<file path="src/rtl/edp_diag_pkg.sv">
// Shared types and constants for the EBOX data-path diagnostic sequencer.
package edp_diag_pkg;

    typedef enum logic {
        DIAG_READ    = 1'b0,
        DIAG_LOAD_AR = 1'b1
    } diagOp_t;

    typedef enum logic [2:0] {
        IDLE,
        REQ,
        SETTLE,
        CAPT,
        LOAD,
        RESP
    } seqState_t;

    localparam logic [2:0] SEL_AR  = 3'd0;
    localparam logic [2:0] SEL_BR  = 3'd1;
    localparam logic [2:0] SEL_MQ  = 3'd2;
    localparam logic [2:0] SEL_FM  = 3'd3;
    localparam logic [2:0] SEL_BRX = 3'd4;
    localparam logic [2:0] SEL_ARX = 3'd5;
    localparam logic [2:0] SEL_ADX = 3'd6;
    localparam logic [2:0] SEL_AD  = 3'd7;

endpackage

</file>
<file path="src/rtl/edp_diag_seq_if.sv">
// Host command/response, EBUS and DIAG/override signals of the diagnostic sequencer.
interface edp_diag_seq_if;

    logic        cmdValid;
    logic        cmdReady;
    logic        cmdOp;
    logic [2:0]  cmdSel;
    logic [0:35] cmdData;
    logic        rspValid;
    logic        rspReady;
    logic [0:35] rspData;
    logic        rspErr;
    logic        rspPar;
    logic        ebusReq;
    logic        ebusGrant;
    logic [0:35] ebusData;
    logic        diagRead12x;
    logic [2:0]  diagSel;
    logic        overrideAR;
    logic [0:35] arValue;

    modport master (
        input  cmdValid, cmdOp, cmdSel, cmdData, rspReady, ebusGrant, ebusData,
        output cmdReady, rspValid, rspData, rspErr, rspPar, ebusReq,
               diagRead12x, diagSel, overrideAR, arValue
    );

    modport slave (
        output cmdValid, cmdOp, cmdSel, cmdData, rspReady, ebusGrant, ebusData,
        input  cmdReady, rspValid, rspData, rspErr, rspPar, ebusReq,
               diagRead12x, diagSel, overrideAR, arValue
    );

endinterface

</file>
<file path="src/rtl/edp_diag_timer.sv">
// Saturating up-counter with clear; done flags when the count equals the terminal value.
module edp_diag_timer #(
    parameter int unsigned TW = 7
) (
    input  logic          clk,
    input  logic          resetN,
    input  logic          clr,
    input  logic          en,
    input  logic [TW-1:0] term,
    output logic          done
);

    logic [TW-1:0] cnt_q, cnt_d;

    always_comb begin
        cnt_d = cnt_q;
        if (clr) begin
            cnt_d = '0;
        end else if (en && (cnt_q != '1)) begin
            cnt_d = cnt_q + 1'b1;
        end
    end

    always_ff @(posedge clk) begin
        if (!resetN) begin
            cnt_q <= '0;
        end else begin
            cnt_q <= cnt_d;
        end
    end

    assign done = (cnt_q == term);

endmodule

</file>
<file path="src/rtl/edp_diag_seq.sv">
// Host-side diagnostic sequencer: EBUS register reads via DIAG 12x and one-cycle AR loads.
module edp_diag_seq
    import edp_diag_pkg::*;
#(
    parameter int unsigned SETTLE_CYC = 4,
    parameter int unsigned GRANT_TMO  = 64
) (
    input  logic           clk,
    input  logic           resetN,
    edp_diag_seq_if.master bus
);

    localparam int unsigned MAX_CYC = (SETTLE_CYC > GRANT_TMO) ? SETTLE_CYC : GRANT_TMO;
    localparam int unsigned TW      = $clog2(MAX_CYC) + 1;
    localparam logic [TW-1:0] SETTLE_TERM = TW'(SETTLE_CYC - 1);
    localparam logic [TW-1:0] GRANT_TERM  = TW'(GRANT_TMO - 1);

    seqState_t     state_q, state_d;
    logic [2:0]    sel_q, sel_d;
    logic [0:35]   data_q, data_d;
    logic [0:35]   rsp_data_q, rsp_data_d;
    logic          rsp_err_q, rsp_err_d;
    logic          tmr_clr, tmr_en, tmr_done;
    logic [TW-1:0] tmr_term;

    edp_diag_timer #(.TW(TW)) u_timer (
        .clk    (clk),
        .resetN (resetN),
        .clr    (tmr_clr),
        .en     (tmr_en),
        .term   (tmr_term),
        .done   (tmr_done)
    );

    always_comb begin
        state_d    = state_q;
        sel_d      = sel_q;
        data_d     = data_q;
        rsp_data_d = rsp_data_q;
        rsp_err_d  = rsp_err_q;
        tmr_clr    = 1'b0;
        tmr_en     = 1'b0;
        tmr_term   = GRANT_TERM;
        case (state_q)
            IDLE: begin
                if (bus.cmdValid) begin
                    sel_d   = bus.cmdSel;
                    data_d  = bus.cmdData;
                    tmr_clr = 1'b1;
                    state_d = (diagOp_t'(bus.cmdOp) == DIAG_LOAD_AR) ? LOAD : REQ;
                end
            end
            REQ: begin
                tmr_en = 1'b1;
                if (bus.ebusGrant) begin
                    tmr_clr = 1'b1;
                    state_d = SETTLE;
                end else if (tmr_done) begin
                    rsp_data_d = '0;
                    rsp_err_d  = 1'b1;
                    state_d    = RESP;
                end
            end
            // Grant is not re-checked here: once granted the bus stays ours until capture.
            SETTLE: begin
                tmr_en   = 1'b1;
                tmr_term = SETTLE_TERM;
                if (tmr_done) begin
                    state_d = CAPT;
                end
            end
            CAPT: begin
                rsp_data_d = bus.ebusData;
                rsp_err_d  = 1'b0;
                state_d    = RESP;
            end
            LOAD: begin
                rsp_data_d = '0;
                rsp_err_d  = 1'b0;
                state_d    = RESP;
            end
            RESP: begin
                if (bus.rspReady) begin
                    rsp_data_d = '0;
                    rsp_err_d  = 1'b0;
                    state_d    = IDLE;
                end
            end
            default: state_d = IDLE;
        endcase
    end

    always_ff @(posedge clk) begin
        if (!resetN) begin
            state_q    <= IDLE;
            sel_q      <= '0;
            data_q     <= '0;
            rsp_data_q <= '0;
            rsp_err_q  <= 1'b0;
        end else begin
            state_q    <= state_d;
            sel_q      <= sel_d;
            data_q     <= data_d;
            rsp_data_q <= rsp_data_d;
            rsp_err_q  <= rsp_err_d;
        end
    end

    assign bus.cmdReady    = (state_q == IDLE);
    assign bus.rspValid    = (state_q == RESP);
    assign bus.rspData     = rsp_data_q;
    assign bus.rspErr      = rsp_err_q;
    assign bus.rspPar      = ^rsp_data_q;
    assign bus.ebusReq     = (state_q == REQ) || (state_q == SETTLE) || (state_q == CAPT);
    assign bus.diagRead12x = (state_q == SETTLE) || (state_q == CAPT);
    assign bus.diagSel     = bus.diagRead12x ? sel_q : SEL_AR;
    assign bus.overrideAR  = (state_q == LOAD);
    assign bus.arValue     = (state_q == LOAD) ? data_q : '0;

endmodule

</file>
<file path="src/flat_wrapper.sv">
// flat-port wrapper written by rule: the top's interface ports become plain ports
module edp_diag_seq_flat import edp_diag_pkg::*;
#(
    parameter int unsigned SETTLE_CYC = 4,
    parameter int unsigned GRANT_TMO  = 64
)
  (clk, resetN, bus_cmdValid, bus_cmdOp, bus_cmdSel, bus_cmdData, bus_rspReady, bus_ebusGrant, bus_ebusData, bus_cmdReady, bus_rspValid, bus_rspData, bus_rspErr, bus_rspPar, bus_ebusReq, bus_diagRead12x, bus_diagSel, bus_overrideAR, bus_arValue);
  edp_diag_seq_if bus_i ();
  input  logic clk;
  input  logic resetN;
  input wire logic [$bits(bus_i.cmdValid)-1:0] bus_cmdValid;
  input wire logic [$bits(bus_i.cmdOp)-1:0] bus_cmdOp;
  input wire logic [$bits(bus_i.cmdSel)-1:0] bus_cmdSel;
  input wire logic [$bits(bus_i.cmdData)-1:0] bus_cmdData;
  input wire logic [$bits(bus_i.rspReady)-1:0] bus_rspReady;
  input wire logic [$bits(bus_i.ebusGrant)-1:0] bus_ebusGrant;
  input wire logic [$bits(bus_i.ebusData)-1:0] bus_ebusData;
  output wire logic [$bits(bus_i.cmdReady)-1:0] bus_cmdReady;
  output wire logic [$bits(bus_i.rspValid)-1:0] bus_rspValid;
  output wire logic [$bits(bus_i.rspData)-1:0] bus_rspData;
  output wire logic [$bits(bus_i.rspErr)-1:0] bus_rspErr;
  output wire logic [$bits(bus_i.rspPar)-1:0] bus_rspPar;
  output wire logic [$bits(bus_i.ebusReq)-1:0] bus_ebusReq;
  output wire logic [$bits(bus_i.diagRead12x)-1:0] bus_diagRead12x;
  output wire logic [$bits(bus_i.diagSel)-1:0] bus_diagSel;
  output wire logic [$bits(bus_i.overrideAR)-1:0] bus_overrideAR;
  output wire logic [$bits(bus_i.arValue)-1:0] bus_arValue;
  assign bus_i.cmdValid = bus_cmdValid;
  assign bus_i.cmdOp = bus_cmdOp;
  assign bus_i.cmdSel = bus_cmdSel;
  assign bus_i.cmdData = bus_cmdData;
  assign bus_i.rspReady = bus_rspReady;
  assign bus_i.ebusGrant = bus_ebusGrant;
  assign bus_i.ebusData = bus_ebusData;
  assign bus_cmdReady = bus_i.cmdReady;
  assign bus_rspValid = bus_i.rspValid;
  assign bus_rspData = bus_i.rspData;
  assign bus_rspErr = bus_i.rspErr;
  assign bus_rspPar = bus_i.rspPar;
  assign bus_ebusReq = bus_i.ebusReq;
  assign bus_diagRead12x = bus_i.diagRead12x;
  assign bus_diagSel = bus_i.diagSel;
  assign bus_overrideAR = bus_i.overrideAR;
  assign bus_arValue = bus_i.arValue;
  edp_diag_seq #(.SETTLE_CYC(SETTLE_CYC), .GRANT_TMO(GRANT_TMO)) u_core (.clk(clk), .resetN(resetN), .bus(bus_i));
endmodule
</file>
<file path="config.mk">
export PLATFORM = sky130hd
export DESIGN_NAME = edp_diag_seq_flat
export DESIGN_NICKNAME = d
export VERILOG_FILES = /design/src/rtl/edp_diag_pkg.sv /design/src/rtl/edp_diag_seq_if.sv /design/src/rtl/edp_diag_timer.sv /design/src/rtl/edp_diag_seq.sv /design/src/flat_wrapper.sv
export SDC_FILE = /design/constraint.sdc
export NUM_CORES = 1
export LEC_CHECK = 0
export ABC_AREA = 0
export BUFFER_PORTS_ARGS = -buffer_cell sky130_fd_sc_hd__buf_2
export CAP_MARGIN = 5
export CELL_PAD_IN_SITES_DETAIL_PLACEMENT = 1
export CELL_PAD_IN_SITES_GLOBAL_PLACEMENT = 1
export CORE_MARGIN = 4
export CORE_UTILIZATION = 35
export DETAILED_ROUTE_END_ITERATION = 6
export PLACE_DENSITY = 0.86
export SKIP_CTS_REPAIR_TIMING = 1
export SLEW_MARGIN = 20
export SYNTH_ARGS = -nofsm -noshare
export SYNTH_HDL_FRONTEND = slang
export SYNTH_SLANG_ARGS = --single-unit
export TNS_END_PERCENT = 10
</file>
<file path="constraint.sdc">
create_clock -name clk -period 2.05 [get_ports clk]
set_input_delay 0.3075 -clock clk [delete_from_list [all_inputs] [get_ports clk]]
set_output_delay 0.3075 -clock clk [all_outputs]
set_load 0.005 [all_outputs]
</file>
==> summary.txt <==
Yosys
  • Syn_area_per_cell: 8.66 um2
  • Top cell type's share of synthesized area: 0.434
  • Post-synthesis cell count: roughly 460
  • Part of the Yosys area used for sequential elements: 0.434
  • FF+latch count, synth: between 80 and 90
  • Yosys cell types: 37
  • Yosys top cell by area: dfxtp_1
  • Ys async rst share: 0
  • Synth Net Count: 540
  • Post-synth EDFFs: 0
  • Top_reg_cell synth: dfxtp_1
  • Ys Warns: 0
  • Mapped Area: a little under 4000 um2
  • Synth top area cells: dfxtp_1 43%, nand2_1 8.0%, a21boi_0 7.6%

Power
  • Leak Pwr: 2.46 nW
  • Max IR drop VDD: around 0.45 mV
  • Total chip power: around 5.6 mW
  • Cell area power density: ~1000 nW/um2

Floorplanning
  • Die Span Y: between 100 and 150 um
  • Floorplan Core Area: around 11000 um2
  • Die width: ~110 um
  • Die area: approximately 13000 um2
  • # rows: 38
  • I/O pin count: roughly 160
  • Initial Util: 0.361

Final layout
  • Commonest non-fill, non-tap cells in the layout: 162 x buf_2, 85 x nand2_1, 78 x dfxtp_1
  • Area of the multi-input gates: about 2100 um2
  • Share of layout cells above drive strength 1: 0.343
  • Commonest non-fill, non-tap cell in the layout: buf_2
  • Final Core Density: 0.486
  • Fill count: roughly 1300
  • Antenna diodes: 0
  • # nets final: around 700
  • Area growth syn-to-layout: 34.6%
  • Storage cell area: 1730 um2

Routing
  • Avg WL per Cell: ~16 um
  • DR pass1 iterations: 4
  • Via count: around 3800
  • Vias per inst: 5.03
  • Residual DRC: 0
  • DRT iter0 DRCs: 175
  • DRT antenna net count: 0
  • Routed WL: between 10000 and 15000 um

Hold path
  • Hold Path Class: input pin to flip-flop

Global routing
  • Total Routing Usage GR: 0.186
  • First-pass GRT wire length: between 15000 and 20000 um
  • Largest net degree at the start of global routing: 43
  • Vias in the first global route: roughly 3900
  • Number of antenna violations at the first check in global routing: 0
  • Total gr overflow: 0

Placement
  • RePlAce Congestion: roughly 0.8
  • Pre-CTS WS: between 0.1 and 0.15 ns
  • Hpwl dp: 8820 um
  • Port Buf Inserts: roughly 160

STA
  • Final setup violation count: 1
  • Worst-Margin Slew: between 0.5 and 0.6 ns
  • Final min period: 2.22 ns
  • Slew margin rel.: 0.652
  • Final hold vios: 0
  • Unrepaired setup endpoints after global routing: yes
  • Clock Skew: 0.00598 ns
  • Period utilisation layout: 1.08
  • Max Transition Viols Final: 0
  • Fmax: ~0.45 GHz
  • Fin Setup TNS: -0.172 ns
  • Final hold slack: about 0.21 ns
  • Post-route setup slack: -0.172 ns

Worst setup path
  • CP endpoint kind: output pin
  • Max FO, Critical Path: 3
  • WP data required: between 1.5 and 2 ns
  • Critical path class: flip-flop to output pin
  • CP startpoint kind: flip-flop
  • Data arrival, critical path: around 1.9 ns

Clock tree
  • # clock sinks: 86
  • Worst-Skew Late Latency: roughly 0.34 ns
  • Clk buf depth: 2
  • CTS root buf: clkbuf_16
  • H-Tree Depth: 3
  • Reg clk slew, reported paths: about 0.06 ns
  • CTS Buf Count: 9
  • TritonCTS clock tree: done

Run status
  • Failing checks: negative setup slack
  • Run status: finished, violations left

Job
  • MaxCap Viol Count: 0
sequential cells by signal, summed over array words and instances (netlist names):
| signal | flops |
|---|---|
| u_core.data_q | 36 |
| u_core.bus.rspData | 36 |
| u_core.sel_q | 3 |
| u_core.state_q | 3 |
| u_core.u_timer.cnt_q | 7 |
| u_core.bus.rspErr | 1 |
kinds of logic (layout without fill, tap and decap cells):
kind of cell,Yosys count,after routing,synth area share
DFF,86,86,0.434
xor gates and xnor gates,40,40,0.0918
adders and majority gates,1,1,0.00315
and+or+nand+nor,191,191,0.242
AOI/OAI and AO/OA,95,95,0.179
muxes,3,3,0.00757
buffers and inverters,42,196,0.0426
through the flow:
stage / cell area (um2) / cells
global route: 5340 / 752
finish: 5340 / 752
CTS: 5270 / 752
global placement: 4940 / 736
detailed placement: 4940 / 736
floorplan: 3970 / 458
power breakdown:
| group | switching (mW) | internal (mW) | total [mW] |
|---|---|---|---|
| logic | 1.05 | 0.702 | 1.75 |
| registers | 0.133 | 1.89 | 2.02 |
| clock network | 0.706 | 1.11 | 1.82 |
final timing paths:
check | startpoint | to | slack [ns] | cells after the start
worst max-delay path | u_core.bus.rspData[14]$_SDFFE_PN0P_ | bus_rspPar | -0.17 | 6
worst min register to register | u_core.bus.rspErr$_SDFFE_PN0P_ | u_core.bus.rspErr$_SDFFE_PN0P_ | 0.45 | 2
worst min-delay path | bus_cmdData[12] | u_core.data_q[23]$_SDFFE_PN0N_ | 0.21 | 3
worst max register to register | u_core.u_timer.cnt_q[2]$_SDFFE_PP0P_ | u_core.state_q[0]$_SDFFE_PN0P_ | 0.32 | 5
final cells by class:
type                       count  area share
multi-input combinational    330       0.399
sequential                    86       0.324
timing repair buffer         175       0.179
clock buffer                  10      0.0448
tap                          140      0.0328
clock inverter                 6      0.0171
inverter                       5     0.00351
routing by layer:
layer,up-vias,track usage,part of all wire
met2,128,0.310,0.49
met4,0,0.0562,0.015
met5,-,0,0
li1,1849,-,-
met3,15,0.0581,0.081
met1,1792,0.230,0.41
cells in the mapped netlist (2+ instances only):
cell type   n
nor2b_1    40
nor3_1      2
buf_2       9
and2_1      5
and3_1     38
xnor2_1    31
xor2_1      8
inv_1       5
a21oi_1     4
nand2b_1    2
dfxtp_1    86
o21ai_0     4
mux2i_1     3
nand4_1     3
nand2_1    85
buf_1       2
o21a_1      2
a22oi_1    36
nor2_1     10
clkbuf_1   26
or3_1       2
a21boi_0   40
critical path: stages, from the launching register on:
cell and delay, ns:
dfxtp_2 0.34, xor2_2 0.17, xnor2_1 0.13, xnor2_1 0.21, xnor3_1 0.44, xnor2_1 0.15
buf_2 0.14
Note: power is estimated with default switching activity, not from simulation.
